===== src/rtl/fetch_queue.sv =====
//------------------------------------------------------------------------------
// fetch_queue
//
// Decoupling instruction queue between the IF stage and DC_stage. Holds up to
// DEPTH fetched {pc, inst, jump} bundles in program order and presents the
// oldest one to decode through a valid/ready handshake.
//
// A backend mispredict empties the queue. An early JAL redirect from decode
// (DC_mispredict) squashes every entry younger than the head.
//
// Ports:
//   clk, rst          clock and synchronous active-high reset
//   IF_valid          fetch bundle valid
//   IF_pc             fetched PC
//   IF_inst           fetched instruction
//   IF_jump           fetch predicted taken
//   FQ_ready          queue can accept a bundle this cycle
//   FQ_valid          head entry valid (feeds DC_stage IF_valid)
//   DC_in_pc          head PC (0 when empty)
//   DC_in_inst        head instruction (0 when empty)
//   DC_in_jump        head predicted-taken bit (0 when empty)
//   DC_ready          decode accepts the head this cycle
//   DC_mispredict     early JAL redirect from decode, refers to the head
//   mispredict        backend flush
//   FQ_count          current occupancy, 0..DEPTH
//------------------------------------------------------------------------------
module fetch_queue #(
    parameter int DEPTH = 4
) (
    input  logic                       clk,
    input  logic                       rst,
    input  logic                       IF_valid,
    input  logic [31:0]                IF_pc,
    input  logic [31:0]                IF_inst,
    input  logic                       IF_jump,
    output logic                       FQ_ready,
    output logic                       FQ_valid,
    output logic [31:0]                DC_in_pc,
    output logic [31:0]                DC_in_inst,
    output logic                       DC_in_jump,
    input  logic                       DC_ready,
    input  logic                       DC_mispredict,
    input  logic                       mispredict,
    output logic [$clog2(DEPTH):0]     FQ_count
);

    localparam int PW = $clog2(DEPTH);
    localparam int CW = PW + 1;
    localparam logic [PW-1:0] PTR_ONE = PW'(1);
    localparam logic [CW-1:0] FULL    = CW'(DEPTH);

    logic [31:0]      pc_mem   [DEPTH];
    logic [31:0]      inst_mem [DEPTH];
    logic [DEPTH-1:0] jump_mem;

    logic [PW-1:0] head;
    logic [PW-1:0] tail;
    logic [CW-1:0] count;

    logic push;
    logic pop;
    logic redirect;

    // Ready and valid are derived only from the registered count, so a pop in
    // the same cycle never frees a slot early and there is no empty bypass.
    assign FQ_ready = (count != FULL);
    assign FQ_valid = (count != '0);
    assign push     = IF_valid && FQ_ready;
    assign pop      = FQ_valid && DC_ready;
    assign redirect = DC_mispredict && FQ_valid;
    assign FQ_count = count;

    // The head entry is read combinationally; an empty queue shows all zeros
    // so decode never sees stale contents.
    assign DC_in_pc   = FQ_valid ? pc_mem[head]   : '0;
    assign DC_in_inst = FQ_valid ? inst_mem[head] : '0;
    assign DC_in_jump = FQ_valid ? jump_mem[head] : 1'b0;

    // Pointer and occupancy state. Priority is reset, backend flush, early
    // redirect, then ordinary push/pop. On a redirect only the head survives
    // (or nothing, if decode takes it the same cycle), so tail is placed one
    // past the current head in both cases; when the head is popped that is
    // also the new head, which leaves an empty queue with head == tail.
    always_ff @(posedge clk) begin
        if (rst) begin
            head  <= '0;
            tail  <= '0;
            count <= '0;
        end else if (mispredict) begin
            head  <= '0;
            tail  <= '0;
            count <= '0;
        end else if (redirect) begin
            tail <= head + PTR_ONE;
            if (pop) begin
                head  <= head + PTR_ONE;
                count <= '0;
            end else begin
                count <= CW'(1);
            end
        end else begin
            if (push) begin
                tail <= tail + PTR_ONE;
            end
            if (pop) begin
                head <= head + PTR_ONE;
            end
            count <= count + CW'(push) - CW'(pop);
        end
    end

    // Entry storage. Writes follow the same priority as the pointers: a push
    // is dropped by any flush. When the redirecting JAL stays at the head its
    // jump bit is forced high so decode does not raise the redirect again on
    // the same instruction in later cycles.
    always_ff @(posedge clk) begin
        if (!rst && !mispredict) begin
            if (redirect) begin
                if (!pop) begin
                    jump_mem[head] <= 1'b1;
                end
            end else if (push) begin
                pc_mem[tail]   <= IF_pc;
                inst_mem[tail] <= IF_inst;
                jump_mem[tail] <= IF_jump;
            end
        end
    end

endmodule

===== config.mk =====
export PLATFORM = sky130hd
export DESIGN_NAME = fetch_queue
export DESIGN_NICKNAME = d
export VERILOG_FILES = /design/src/rtl/fetch_queue.sv
export SDC_FILE = /design/constraint.sdc
export NUM_CORES = 1
export LEC_CHECK = 0
export CORE_MARGIN = 2
export CORE_UTILIZATION = 30
export DETAILED_ROUTE_END_ITERATION = 16
export GPL_TIMING_DRIVEN = 0
export PLACE_DENSITY = 0.6
export SETUP_SLACK_MARGIN = 0.5
export SLEW_MARGIN = 20
export SYNTH_ARGS = -nofsm -noshare
export SYNTH_HDL_FRONTEND = slang
export SYNTH_SLANG_ARGS = --single-unit

===== constraint.sdc =====
create_clock -name clk -period 7.1 [get_ports clk]
set_clock_uncertainty 0.2 [all_clocks]
set_input_delay 1.775 -clock clk [delete_from_list [all_inputs] [get_ports clk]]
set_output_delay 1.775 -clock clk [all_outputs]
set_load 0.02 [all_outputs]

Yosys cells after proc, flatten, opt, wreduce, memory -nomap -nowiden
Memories as Yosys holds them, arrays and structs flattened. A register that Yosys moved wholly into a read port is not among the register bits.
Index checks and enable logic that the tools add are counted.
{ "classes": {"add_sub_neg": 4, "multipliers": 0, "n_div": 0, "order_cmp": 4, "eq_ne": 2, "shifts": 0, "n_mux": 25, "bitwise": 1, "reduce_logical": 12} }
{ "op_table": {"columns": ["operator", "n"], "rows": [
  ["32-bit two-way mux", 2],
  ["2-bit two-way mux", 6],
  ["4-bit two-way mux", 3],
  ["1-bit two-way mux", 9],
  ["1-bit logical AND", 6],
  ["2-bit by 3-bit < comparator with 1-bit output (second input constant)", 2],
  ["2-bit by 1-bit adder with 2-bit output (second input constant)", 2],
  ["4-bit bitwise mux", 1],
  ["1-bit demux with 2-bit select", 2],
  ["2-bit by 1-bit greater-or-equal comparator with 1-bit output (second input constant)", 2],
  ["4-bit bitwise OR", 1],
  ["3-bit by 1-bit adder with 3-bit output", 1],
  ["3-bit two-way mux", 1],
  ["3-bit inequality test (second input constant)", 1],
  ["3-bit AND reduction", 1],
  ["3-bit nonzero test", 1],
  ["3-bit by 1-bit subtractor with 3-bit output", 1],
  ["1-bit binary-select mux with 2-bit select", 1],
  ["1-bit zero test", 2],
  ["2-bit inequality test (second input constant)", 1],
  ["2-bit nonzero test", 1],
  ["2-bit OR reduction", 1]
]} }
{ "word_totals": {"regBits": 11, "latch_bits": 0, "mem_bits_rw": 256, "mem_bits_ro": 0, "elab_cells": 54, "mem_count": 2} }
{ "memory_table": {"columns": ["memory", "words", "width", "rd", "rd_ports_with_merged_regs", "write_ports", "line", "text"], "rows": [
  ["inst_mem", 4, 32, 1, 1, 1, "53", "logic [31:0] inst_mem [DEPTH];"],
  ["pc_mem", 4, 32, 1, 1, 1, "52", "logic [31:0] pc_mem [DEPTH];"]
]} }

Longest topological paths before layout
Gate-level depths: netlist of the first run.
{ "logic_depth": {"depth_word": 7, "mapped_depth": 10, "ltp_nobuf": 10} }

Worst setup path before layout of the first run
Ideal clock, no wire load.
{ "synth_path": {"path_type": "input port to flip-flop", "from": "input mispredict", "to": "memory inst_mem[0][0] (enable)", "setup_ns": 0.429, "arrival_ns": 3.735, "t_required_ns": 6.471, "path_slack_ns": 2.736, "stages": 3, "n_path_buf": 1, "cell_sequence": "nor2_1 -> clkbuf_1 -> and3_1"} }
{ "synth_between": {"elab_chain_cells": 4} }
{ "synth_rtl": {"columns": ["item", "line", "text"], "rows": [
  ["from (decl)", "43", "input logic mispredict,"],
  ["1-bit zero test", "117", "if (!rst && !mispredict) begin"],
  ["1-bit logical AND", "117", null],
  ["1-bit two-way mux", "117", null],
  ["1-bit two-way mux (implied by the code)", "124", "inst_mem[tail] <= IF_inst;"],
  ["to (decl)", "53", null]
]} }
Every way passes these cells.

Final worst setup path of the first run
{ "layout_path": {"from": "register count[1], in the netlist FQ_count[1]", "to": "output DC_in_pc[27]"} }
{ "layout_between": {"elab_chain_cells": 2} }
{ "layout_rtl": {"columns": ["item", "line", "text"], "rows": [
  ["from (decl)", "58", "logic [CW-1:0] count;"],
  ["from (signal assigned)", "108", "count <= count + CW'(push) - CW'(pop);"],
  ["3-bit nonzero test", "67", "assign FQ_valid = (count != '0);"],
  ["32-bit two-way mux", "75", "assign DC_in_pc = FQ_valid ? pc_mem[head] : '0;"],
  ["to (decl)", "38", "output logic [31:0] DC_in_pc,"]
]} }
Every way passes these cells.

==> reports/metrics.cfg, run 1 <==
[die]
design.die.area_um2 = 36460
die_y_um = 191.0
die_w_um = 191.0
design.core.area_um2 = 34460
num_io_pins = 141
rows = 68
floorplan.initialDensity = 0.3043

[logic_synthesis]
syn_avg_cell_area_um2 = 21.14
synth_xor_area_frac = 0.001671
post_synth_num_cell_types = 31
synth_top_area_cell = sky130_fd_sc_hd__edfxtp_1
synth_top_area_share = 0.7446
syn-cell-area_um2 = 10490
synth-edff-count = 260
ys_top_cells_by_area = sky130_fd_sc_hd__edfxtp_1 74%, sky130_fd_sc_hd__mux4_2 14%, sky130_fd_sc_hd__and2_1 3.9%, sky130_fd_sc_hd__dfxtp_1 1.7%, sky130_fd_sc_hd__ha_1 1.1%
synth_fa_ha_area_frac = 0.01265
synthMuxAreaShare = 0.1396
ys_seq_area_frac = 0.7618
synthArstFlopShare = 0
synth_most_common_cell = sky130_fd_sc_hd__edfxtp_1
synth_fp_nets = 577
synthFlopType = sky130_fd_sc_hd__edfxtp_1
synth-warning-count = 0
post_synth_and_or_nand_nor_area_fraction = 0.05513
synthTopCellsByCount = 260 x sky130_fd_sc_hd__edfxtp_1, 66 x sky130_fd_sc_hd__and2_1, 65 x sky130_fd_sc_hd__mux4_2
instance_count_of_the_mapped_netlist = 496
synth_top_family_by_area = multiplexers
synth_compound_gate_area_share = 0.01372
synth.ff_latch_count = 269

[critical_path]
required_ps = 5120
critPathCaptureType = output pin
worst-endpoint-arrival_ps = 3160
timing_worst_setup_path_type = register to output pin
worst_path_max_delay_cell = sky130_fd_sc_hd__clkdlybuf4s50_1
critical_path.cell_chain = or3_1 -> buf_2 -> clkbuf_1 -> and2_1 -> clkdlybuf4s50_1
setup.worst_path.start_class = register
timing.critical_path.slowest_cell_delay_ps = 620
cp_max_fo = 10

[worst_hold_path]
worstHoldPathType = register to register

[drt]
detail_route.first_pass.iterations = 4
vias = 5140
wl_mm = 21.09
wire_per_inst_um = 18.45
route.antenna.remaining_nets = 0
drt_drc_violations_left = 0
dr.first_iter.drc_count = 349
avgViaCountPerCell = 4.497

[global_route]
initial_antenna_violation_count = 1
grt_overflow_total = 0
grt_first_pass_wirelength_mm = 31.62
grt_util_overall = 0.1152
via_count_of_the_first_global_routing_pass = 5424
maximum_number_of_pins_on_one_net_before_global_route_repair = 36

[cells_and_area]
drive_above_1_share = 0.1860
flow.area_growth_from_synthesis_pct = 28.16
diodes = 0
finish.net_count = 752
final_cells = 1143

[run_status]
run_status = complete, no violations

[cts]
clk_path_buf_depth = 3
maximum_level_of_the_cts_h_tree = 1
clk_pin_slew_ps = 60
cts_made_buffers = 29
clk-insertion-delay-late_ps = 530
post-cts-setup-buffers = 0
tritoncts = built
clockRootBuffer = sky130_fd_sc_hd__clkbuf_16
cts-resized-gates = 0
ctsHoldBuffers = 0
cts_sinks = 269

[place]
gp_congestion = 0.6935
port-buffer-count = 140
dp_cells = 1095
detailed_place_hpwl_mm = 13.33
dpl_worst_slack_ps = 2429

[timing]
setup_tns_ps = 0
unrepaired_setup_endpoints_after_global_routing = no
layout_setup_ws_ps = 1969
finalHoldWorstSlack_ps = 337.5
fmax_mhz = 194.9
slew_viol_final = 0
transition_time_at_the_pin_with_the_least_slew_margin_ps = 648.7
period_needed_ps = 5131
relative_slew_margins = 0.5675
timing_hold_violations_final = 0
tcrit_tclk_final = 0.7227
finalSetupViolations = 0

[pwr]
peakVddDrop_v = 0.0001422
leakage_uw = 0.004210
p_per_area_nw_per_um2 = 256.7

[job]
cap_violations = 0

## worst max-delay path, delay by kind of cell, from the launching register on
| family | cells | cell delay (ps) |
|---|---|---|
| buffers and inverters | 3 | 1460 |
| and+or+nand+nor | 2 | 590 |
| DFF | 1 | 570 |
## cell usage in the layout, fill, tap and decap left out, drive strengths merged, types with 5 or more instances in the layout
cell,synthesis,routed
a21oi,9,9
and2,66,66
and3,5,5
buf,17,21
clkbuf,8,44
clkdlybuf4s50,0,140
clkinv,0,10
dfxtp,9,9
edfxtp,260,260
ha,9,9
inv,7,7
mux4,65,65
nand2,7,7
nor2,5,5
nor3,6,6
## state kept, by name (all words and copies together) (netlist names), named ones only
register  flops
jump_mem      4
tail          2
FQ_count      3
head          2
pc_mem      128
inst_mem    128
## layer usage
metal	vias to the layer above	routed length [um]	global-route usage
li1	2345	-	-
met1	2637	9245	0.1513
met2	121	10310	0.1931
met3	37	1071	0.02442
met4	0	466	0.03220
met5	-	0	0
## power by group
part | internal (uW) | leakage (uW) | switching [uW] | total, uW
logic | 150 | 0.00137 | 152 | 302
registers | 1770 | 0.00242 | 7.83 | 1770
clock network | 812 | 0.000422 | 562 | 1370
total | 2730 | 0.00421 | 722 | 3450
## worst paths after layout
path                           from                        end  slack [ps]  cells past startpoint
max          FQ_count[1]$_SDFF_PP0_               DC_in_pc[27]        1970                      5
min            tail[1]$_SDFFE_PP0P_       tail[1]$_SDFFE_PP0P_         340                      2
min reg2reg    tail[1]$_SDFFE_PP0P_       tail[1]$_SDFFE_PP0P_         340                      2
max reg2reg  FQ_count[1]$_SDFF_PP0_  inst_mem[2][26]$_DFFE_PP_        4480                      5
## cell type report
class / instances / area [um2]
fill: 3200 / 21020
clock inverter: 12 / 107.6
sequential: 269 / 7988
buffer: 25 / 135.1
timing repair buffer: 144 / 1504
multi-input combinational: 195 / 2356
inverter: 7 / 26.28
clock buffer: 36 / 752.0
tap: 455 / 569.3
## through the flow
| stage | utilization | power [uW] | cell area [um2] |
|---|---|---|---|
| after floorplan | - | 1950 | 10490 |
| after global placement | 0.3615 | 2112 | 12460 |
| after detailed placement | 0.3650 | 2115 | 12580 |
| after CTS | 0.3900 | 3511 | 13440 |
| after global routing | 0.3900 | 3583 | 13440 |
| final | 0.3900 | 3449 | 13440 |
## cell families (layout without fill, tap and decap cells)
group / count (synthesis) / count (layout)
flops: 269 / 269
simple gates: 97 / 97
mux: 65 / 65
buf+inv: 32 / 224
compound gates: 21 / 21
fa+ha+maj: 10 / 10
xor+xnor: 2 / 2
No activity file was read; power rests on OpenSTA's default activity.
==> run 2: changes to the inputs <==
- PLACE_DENSITY: 0.6 -> 0.62
- clock period: 7.1 -> 4.4 ns (I/O delays scaled with it)
==> reports/metrics.cfg, run 2 (same netlist as run 1, synthesis figures left out) <==
[timing]
finalHoldWorstSlack_ps = 333.9  ; was 337.5 ps
layout_setup_ws_ps = 613.3  ; was 1969 ps
unrepaired_setup_endpoints_after_global_routing = yes  ; was no
relative_slew_margins = 0.6148  ; was 0.5675
fmax_mhz = 264.1
finalSetupViolations = 0  ; unchanged
transition_time_at_the_pin_with_the_least_slew_margin_ps = 573.4  ; was 648.7 ps
tcrit_tclk_final = 0.8606
period_needed_ps = 3787
slew_viol_final = 0  ; unchanged
timing_hold_violations_final = 0  ; unchanged

[place]
dpl_worst_slack_ps = 422.6  ; was 2429 ps
dp_cells = 1095  ; unchanged
detailed_place_hpwl_mm = 13.53  ; was 13.33 mm
port-buffer-count = 140  ; unchanged
gp_congestion = 0.6931  ; was 0.6935

[run_status]
run_status = complete, no violations  ; unchanged

[global_route]
via_count_of_the_first_global_routing_pass = 5543  ; was 5424
grt_overflow_total = 0  ; unchanged
grt_util_overall = 0.1178  ; was 0.1152
maximum_number_of_pins_on_one_net_before_global_route_repair = 36  ; unchanged
grt_first_pass_wirelength_mm = 32.55  ; was 31.62 mm
initial_antenna_violation_count = 2  ; was 1

[cts]
cts_made_buffers = 28  ; was 29
clk_pin_slew_ps = 60  ; about the same
maximum_level_of_the_cts_h_tree = 1  ; unchanged
clk_path_buf_depth = 3  ; unchanged
tritoncts = built  ; unchanged
clk-insertion-delay-late_ps = 530  ; about the same
cts_sinks = 269  ; unchanged
ctsHoldBuffers = 0  ; unchanged
post-cts-setup-buffers = 0  ; unchanged
clockRootBuffer = sky130_fd_sc_hd__clkbuf_16  ; unchanged

[drt]
wire_per_inst_um = 18.76  ; was 18.45 um
vias = 5168  ; was 5140
drt_drc_violations_left = 0  ; unchanged
wl_mm = 21.46  ; was 21.09 mm
route.antenna.remaining_nets = 0  ; unchanged
dr.first_iter.drc_count = 293  ; was 349
detail_route.first_pass.iterations = 4  ; unchanged
avgViaCountPerCell = 4.517  ; was 4.497

[critical_path]
critPathCaptureType = output pin  ; unchanged
cp_top_delay_family = buffers and inverters  ; unchanged
setup.worst_path.start_class = register  ; unchanged
timing.critical_path.slowest_cell_delay_ps = 530  ; was 620 ps
critical_path.cell_chain = buf_12 -> buf_8 -> mux4_2 -> and2_1 -> clkdlybuf4s50_1  ; was or3_1 -> buf_2 -> clkbuf_1 -> and2_1 -> clkdlybuf4s50_1
worst_path_max_delay_cell = sky130_fd_sc_hd__clkdlybuf4s50_1  ; unchanged
critical_path_buf_inv_count = 3  ; unchanged
timing_worst_setup_path_type = register to output pin  ; unchanged
cp_max_fo = 10  ; unchanged
required_ps = 3100  ; was 5120 ps
worst-endpoint-arrival_ps = 2490  ; was 3160 ps
critical_path_depth = 5  ; unchanged
reg2regPathDepth = 5  ; unchanged

[job]
cap_violations = 0  ; unchanged

[pwr]
p_per_area_nw_per_um2 = 408.9  ; was 256.7 nW/um2
peakVddDrop_v = 0.0002920  ; was 0.0001422 V
post-layout-total-power_uw = 5551  ; was 3449 uW
leakage_uw = 0.004764  ; was 0.004210 uW

[die]
design.die.area_um2 = 36460  ; unchanged
die_w_um = 191.0  ; unchanged
design.core.area_um2 = 34460  ; unchanged
floorplan.initialDensity = 0.3043  ; unchanged
die_y_um = 191.0  ; unchanged
num_io_pins = 141  ; unchanged
rows = 68  ; unchanged

[cells_and_area]
n_fill_cell = 3119  ; was 3200
diodes = 0  ; unchanged
layout_common_cells = 260 x sky130_fd_sc_hd__edfxtp_1, 98 x sky130_fd_sc_hd__clkdlybuf4s50_1, 66 x sky130_fd_sc_hd__and2_1  ; was 260 x sky130_fd_sc_hd__edfxtp_1, 140 x sky130_fd_sc_hd__clkdlybuf4s50_1, 66 x sky130_fd_sc_hd__and2_1
final_cells = 1144  ; was 1143
mostFrequentLayoutCell = sky130_fd_sc_hd__edfxtp_1  ; unchanged
flow.area_growth_from_synthesis_pct = 29.47  ; was 28.16%
reg.largest.list = inst_mem x128, pc_mem x128, jump_mem x4  ; unchanged
finish.net_count = 751  ; was 752
drive_above_1_share = 0.2032  ; was 0.1860

[worst_hold_path]
timing.hold.worst_path_depth = 2  ; unchanged
worstHoldPathType = register to register  ; unchanged

==> run 2: cell count changes in the layout (fill, tap and decap cells not counted), sizes merged <==
cell	delta
clkdlybuf4s50	-42
clkinv	+1
dlygate4sd2	+16
dlymetal6s2s	+26
==> run 2: per-layer routing <==
metal,vias up,global-route usage,share of wire
met5,-,0,0
met2,110,0.1979,0.50
met1,2684,0.1556,0.43
met4,0,0.03011,0.024
li1,2343,-,-
met3,31,0.02515,0.048
==> run 2: area by class of cell <==
type,instances,area (um2),share of cell area
clock buffers,36,730.7,0.05382
inverters,7,26.28,0.001935
clock inverters,13,121.4,0.008940
well taps,455,569.3,0.04194
flip-flops and latches,269,7994,0.5888
plain buffers,25,224.0,0.01650
multi-input cells,195,2361,0.1739
repair buffers,144,1549,0.1141
==> run 2: worst reg2reg max path, stage by stage, from the launching register on <==
cell and delay (ps):
sky130_fd_sc_hd__dfxtp_4 390, sky130_fd_sc_hd__o31ai_4 380, sky130_fd_sc_hd__and3_1 240, sky130_fd_sc_hd__buf_6 130, sky130_fd_sc_hd__and3_4 560, sky130_fd_sc_hd__buf_12 300
==> run 2: stage by stage <==
| stage | util | setup TNS [ps] | instance area [um2] |
|---|---|---|---|
| after detailed placement | 0.3650 | 0 | 12580 |
| final | 0.3940 | 0 | 13580 |
| after floorplan | - | 0 | 10490 |
| after CTS | 0.3916 | 0 | 13490 |
| after global placement | 0.3615 | -333400 | 12460 |
| after global routing | 0.3940 | 0 | 13580 |
==> run 2: timing repair <==
action / 4_1_cts / 5_1_grt
resized for setup: 47 / 31
endpoints found under the setup margin: 66 / 42
gates cloned: 0 / 0
==> run 2: final timing paths <==
| check | start | to | slack (ps) |
|---|---|---|---|
| max | register | DC_in_inst[8] | 610 |
| min | tail[0]$_SDFFE_PP0P_ | tail[0]$_SDFFE_PP0P_ | 330 |
| max reg2reg | FQ_count[1]$_SDFF_PP0_ | pc_mem[2][22]$_DFFE_PP_ | 1860 |
| min reg2reg | tail[0]$_SDFFE_PP0P_ | tail[0]$_SDFFE_PP0P_ | 330 |
==> run 2: report_power, final <==
part	switching (uW)	total, uW	internal [uW]
combinational	246	484	238
sequential	13.0	2860	2850
clock	926	2210	1280
total	1180	5550	4370
==> run 3: changes to the inputs <==
- CORE_UTILIZATION: 30 -> 45
- PLACE_DENSITY: 0.62 -> 0.81
==> reports/metrics.cfg, run 3 (same netlist as run 1, synthesis figures left out) <==
[critical_path]
timing_worst_setup_path_type = register to output pin  ; unchanged
reg2reg_setup_slack_ps = 1930  ; was 1860 ps
worst-endpoint-arrival_ps = 2530  ; was 2490 ps
critPathCaptureType = output pin  ; unchanged
required_ps = 3100  ; about the same
cp_max_fo = 10  ; unchanged
setup.worst_path.start_class = register  ; unchanged

[cells_and_area]
final_design_area_no_fill_um2 = 13430  ; was 13580 um2
flow.area_growth_from_synthesis_pct = 28.04  ; was 29.47%
multi_input_comb_area_um2 = 2361  ; unchanged
layout_common_cells = 260 x sky130_fd_sc_hd__edfxtp_1, 125 x sky130_fd_sc_hd__clkdlybuf4s50_1, 66 x sky130_fd_sc_hd__and2_1  ; was 260 x sky130_fd_sc_hd__edfxtp_1, 98 x sky130_fd_sc_hd__clkdlybuf4s50_1, 66 x sky130_fd_sc_hd__and2_1
reg.largest.list = inst_mem x128, pc_mem x128, jump_mem x4  ; unchanged
drive_above_1_share = 0.2087  ; was 0.2032
finish.net_count = 750  ; was 751
n_fill_cell = 1654  ; was 3119
mostFrequentLayoutCell = sky130_fd_sc_hd__edfxtp_1  ; unchanged
register_area_um2 = 7991  ; was 7994 um2

[timing]
unrepaired_setup_endpoints_after_global_routing = yes  ; unchanged
period_needed_ps = 3831  ; was 3787 ps
setup_tns_ps = 0  ; unchanged
transition_time_at_the_pin_with_the_least_slew_margin_ps = 559.0  ; was 573.4 ps
fmax_mhz = 261.0  ; was 264.1 MHz
layout_setup_ws_ps = 568.6  ; was 613.3 ps
tcrit_tclk_final = 0.8708  ; was 0.8606
slew_viol_final = 0  ; unchanged
timing_hold_violations_final = 0  ; unchanged
finalSetupViolations = 0  ; unchanged
relative_slew_margins = 0.6242  ; was 0.6148

[pwr]
internal_cell_power_uw = 4516  ; was 4366 uW
p_per_area_nw_per_um2 = 424.4  ; was 408.9 nW/um2
peakVddDrop_v = 0.0003184  ; was 0.0002920 V
post-layout-total-power_uw = 5698  ; was 5551 uW
share_seq_of_total_power = 0.502  ; was 0.515
pwr-share-comb = 0.086  ; was 0.087
leakage_uw = 0.004503  ; was 0.004764 uW
clock_power_share = 0.411  ; was 0.398
p_sw_frac = 0.2074  ; was 0.2134
total_switching_power_uw = 1181  ; was 1184 uW

[die]
rows = 55  ; was 68
floorplan.initialDensity = 0.4603  ; was 0.3043
die_y_um = 156.6  ; was 191.0 um
design.die.area_um2 = 24540  ; was 36460 um2
die_w_um = 156.6  ; was 191.0 um
design.core.area_um2 = 22780  ; was 34460 um2
num_io_pins = 141  ; unchanged

[drt]
avgViaCountPerCell = 5.212  ; was 4.517
wl_mm = 20.43  ; was 21.46 mm
wire_per_inst_um = 20.35  ; was 18.76 um
detail_route.first_pass.iterations = 4  ; unchanged
vias = 5233  ; was 5168
drt_drc_violations_left = 0  ; unchanged
route.antenna.remaining_nets = 0  ; unchanged
dr.first_iter.drc_count = 264  ; was 293

[place]
placed_area_um2 = 12380  ; was 12580 um2
gp_congestion = 0.7929  ; was 0.6931
port-buffer-count = 140  ; unchanged
detailed_place_hpwl_mm = 13.10  ; was 13.53 mm
dpl_worst_slack_ps = 486.6  ; was 422.6 ps

[global_route]
maximum_number_of_pins_on_one_net_before_global_route_repair = 34  ; was 36
grt_overflow_total = 0  ; unchanged
grt_first_pass_wirelength_mm = 31.52  ; was 32.55 mm
grt_util_overall = 0.1686  ; was 0.1178
initial_antenna_violation_count = 1  ; was 2
via_count_of_the_first_global_routing_pass = 5597  ; was 5543

[worst_hold_path]
worstHoldPathType = register to register  ; unchanged

[job]
cap_violations = 0  ; unchanged

[cts]
maximum_level_of_the_cts_h_tree = 1  ; unchanged
clockRootBuffer = sky130_fd_sc_hd__clkbuf_16  ; unchanged
cts_sinks = 269  ; unchanged
clk_path_buf_depth = 3  ; unchanged
clk_pin_slew_ps = 60  ; about the same
post-cts-setup-buffers = 0  ; unchanged
tritoncts = built  ; unchanged
cts_made_buffers = 27  ; was 28
clk-insertion-delay-late_ps = 520  ; was 530 ps
ctsHoldBuffers = 0  ; unchanged

[run_status]
run_status = complete, no violations  ; unchanged

run 3: path summary, 6_finish.rpt:
path,start,endpoint,cells past startpoint
min reg2reg,tail[0]$_SDFFE_PP0P_,tail[0]$_SDFFE_PP0P_,2
max reg2reg,FQ_count[1]$_SDFF_PP0_,inst_mem[2][0]$_DFFE_PP_,5
max,register,DC_in_pc[14],5
min,tail[0]$_SDFFE_PP0P_,tail[0]$_SDFFE_PP0P_,2
run 3: final cells by class:
type | count | area share
Inverter | 7 | 0.001957
Antenna cell | 1 | 0.0001864
Sequential cell | 269 | 0.5952
Multi-Input combinational cell | 195 | 0.1759
Buffer | 25 | 0.01603
Tap cell | 313 | 0.02917
Clock buffer | 31 | 0.05144
Timing Repair Buffer | 144 | 0.1129
Clock inverter | 19 | 0.01724
run 3: timing repair:
action,4_1_cts,5_1_grt
cloned,0,0
hold endpoints to repair,0,0
setup endpoints to repair,60,45
pin swaps,0,0
resized for setup,22,25
run 3: power groups by stage:
stage	Sequential (uW)	Clock [uW]	Combinational, uW
final	2860	2340	493
after CTS	2860	2400	502
after global placement	2920	0	477
after detailed placement	2920	0	493
after floorplan	2920	0	230
after global routing	2860	2490	530
run 3: metal layers:
metal | share of wire | GRT usage
met1 | 0.42 | 0.2297
met2 | 0.50 | 0.2815
met3 | 0.057 | 0.03185
met4 | 0.019 | 0.04543
met5 | 0 | 0
run 3: critical path, stage by stage (launching register included):
cell and delay (ps):
sky130_fd_sc_hd__dfxtp_1 360, sky130_fd_sc_hd__buf_8 210, sky130_fd_sc_hd__buf_8 190, sky130_fd_sc_hd__mux4_2 520, sky130_fd_sc_hd__and2_1 190, sky130_fd_sc_hd__clkdlybuf4s50_1 540
run 3: stage by stage:
stage / instances / utilization / hold slack, ps
4_1_cts: 1003 / 0.5863 / 351.1
5_1_grt: 1003 / 0.5893 / 382.0
6_report: 1004 / 0.5894 / 352.5
2_1_floorplan: 496 / - / 294.4
3_5_place_dp: 953 / 0.5434 / 329.0
3_3_place_gp: 949 / 0.5390 / 308.1
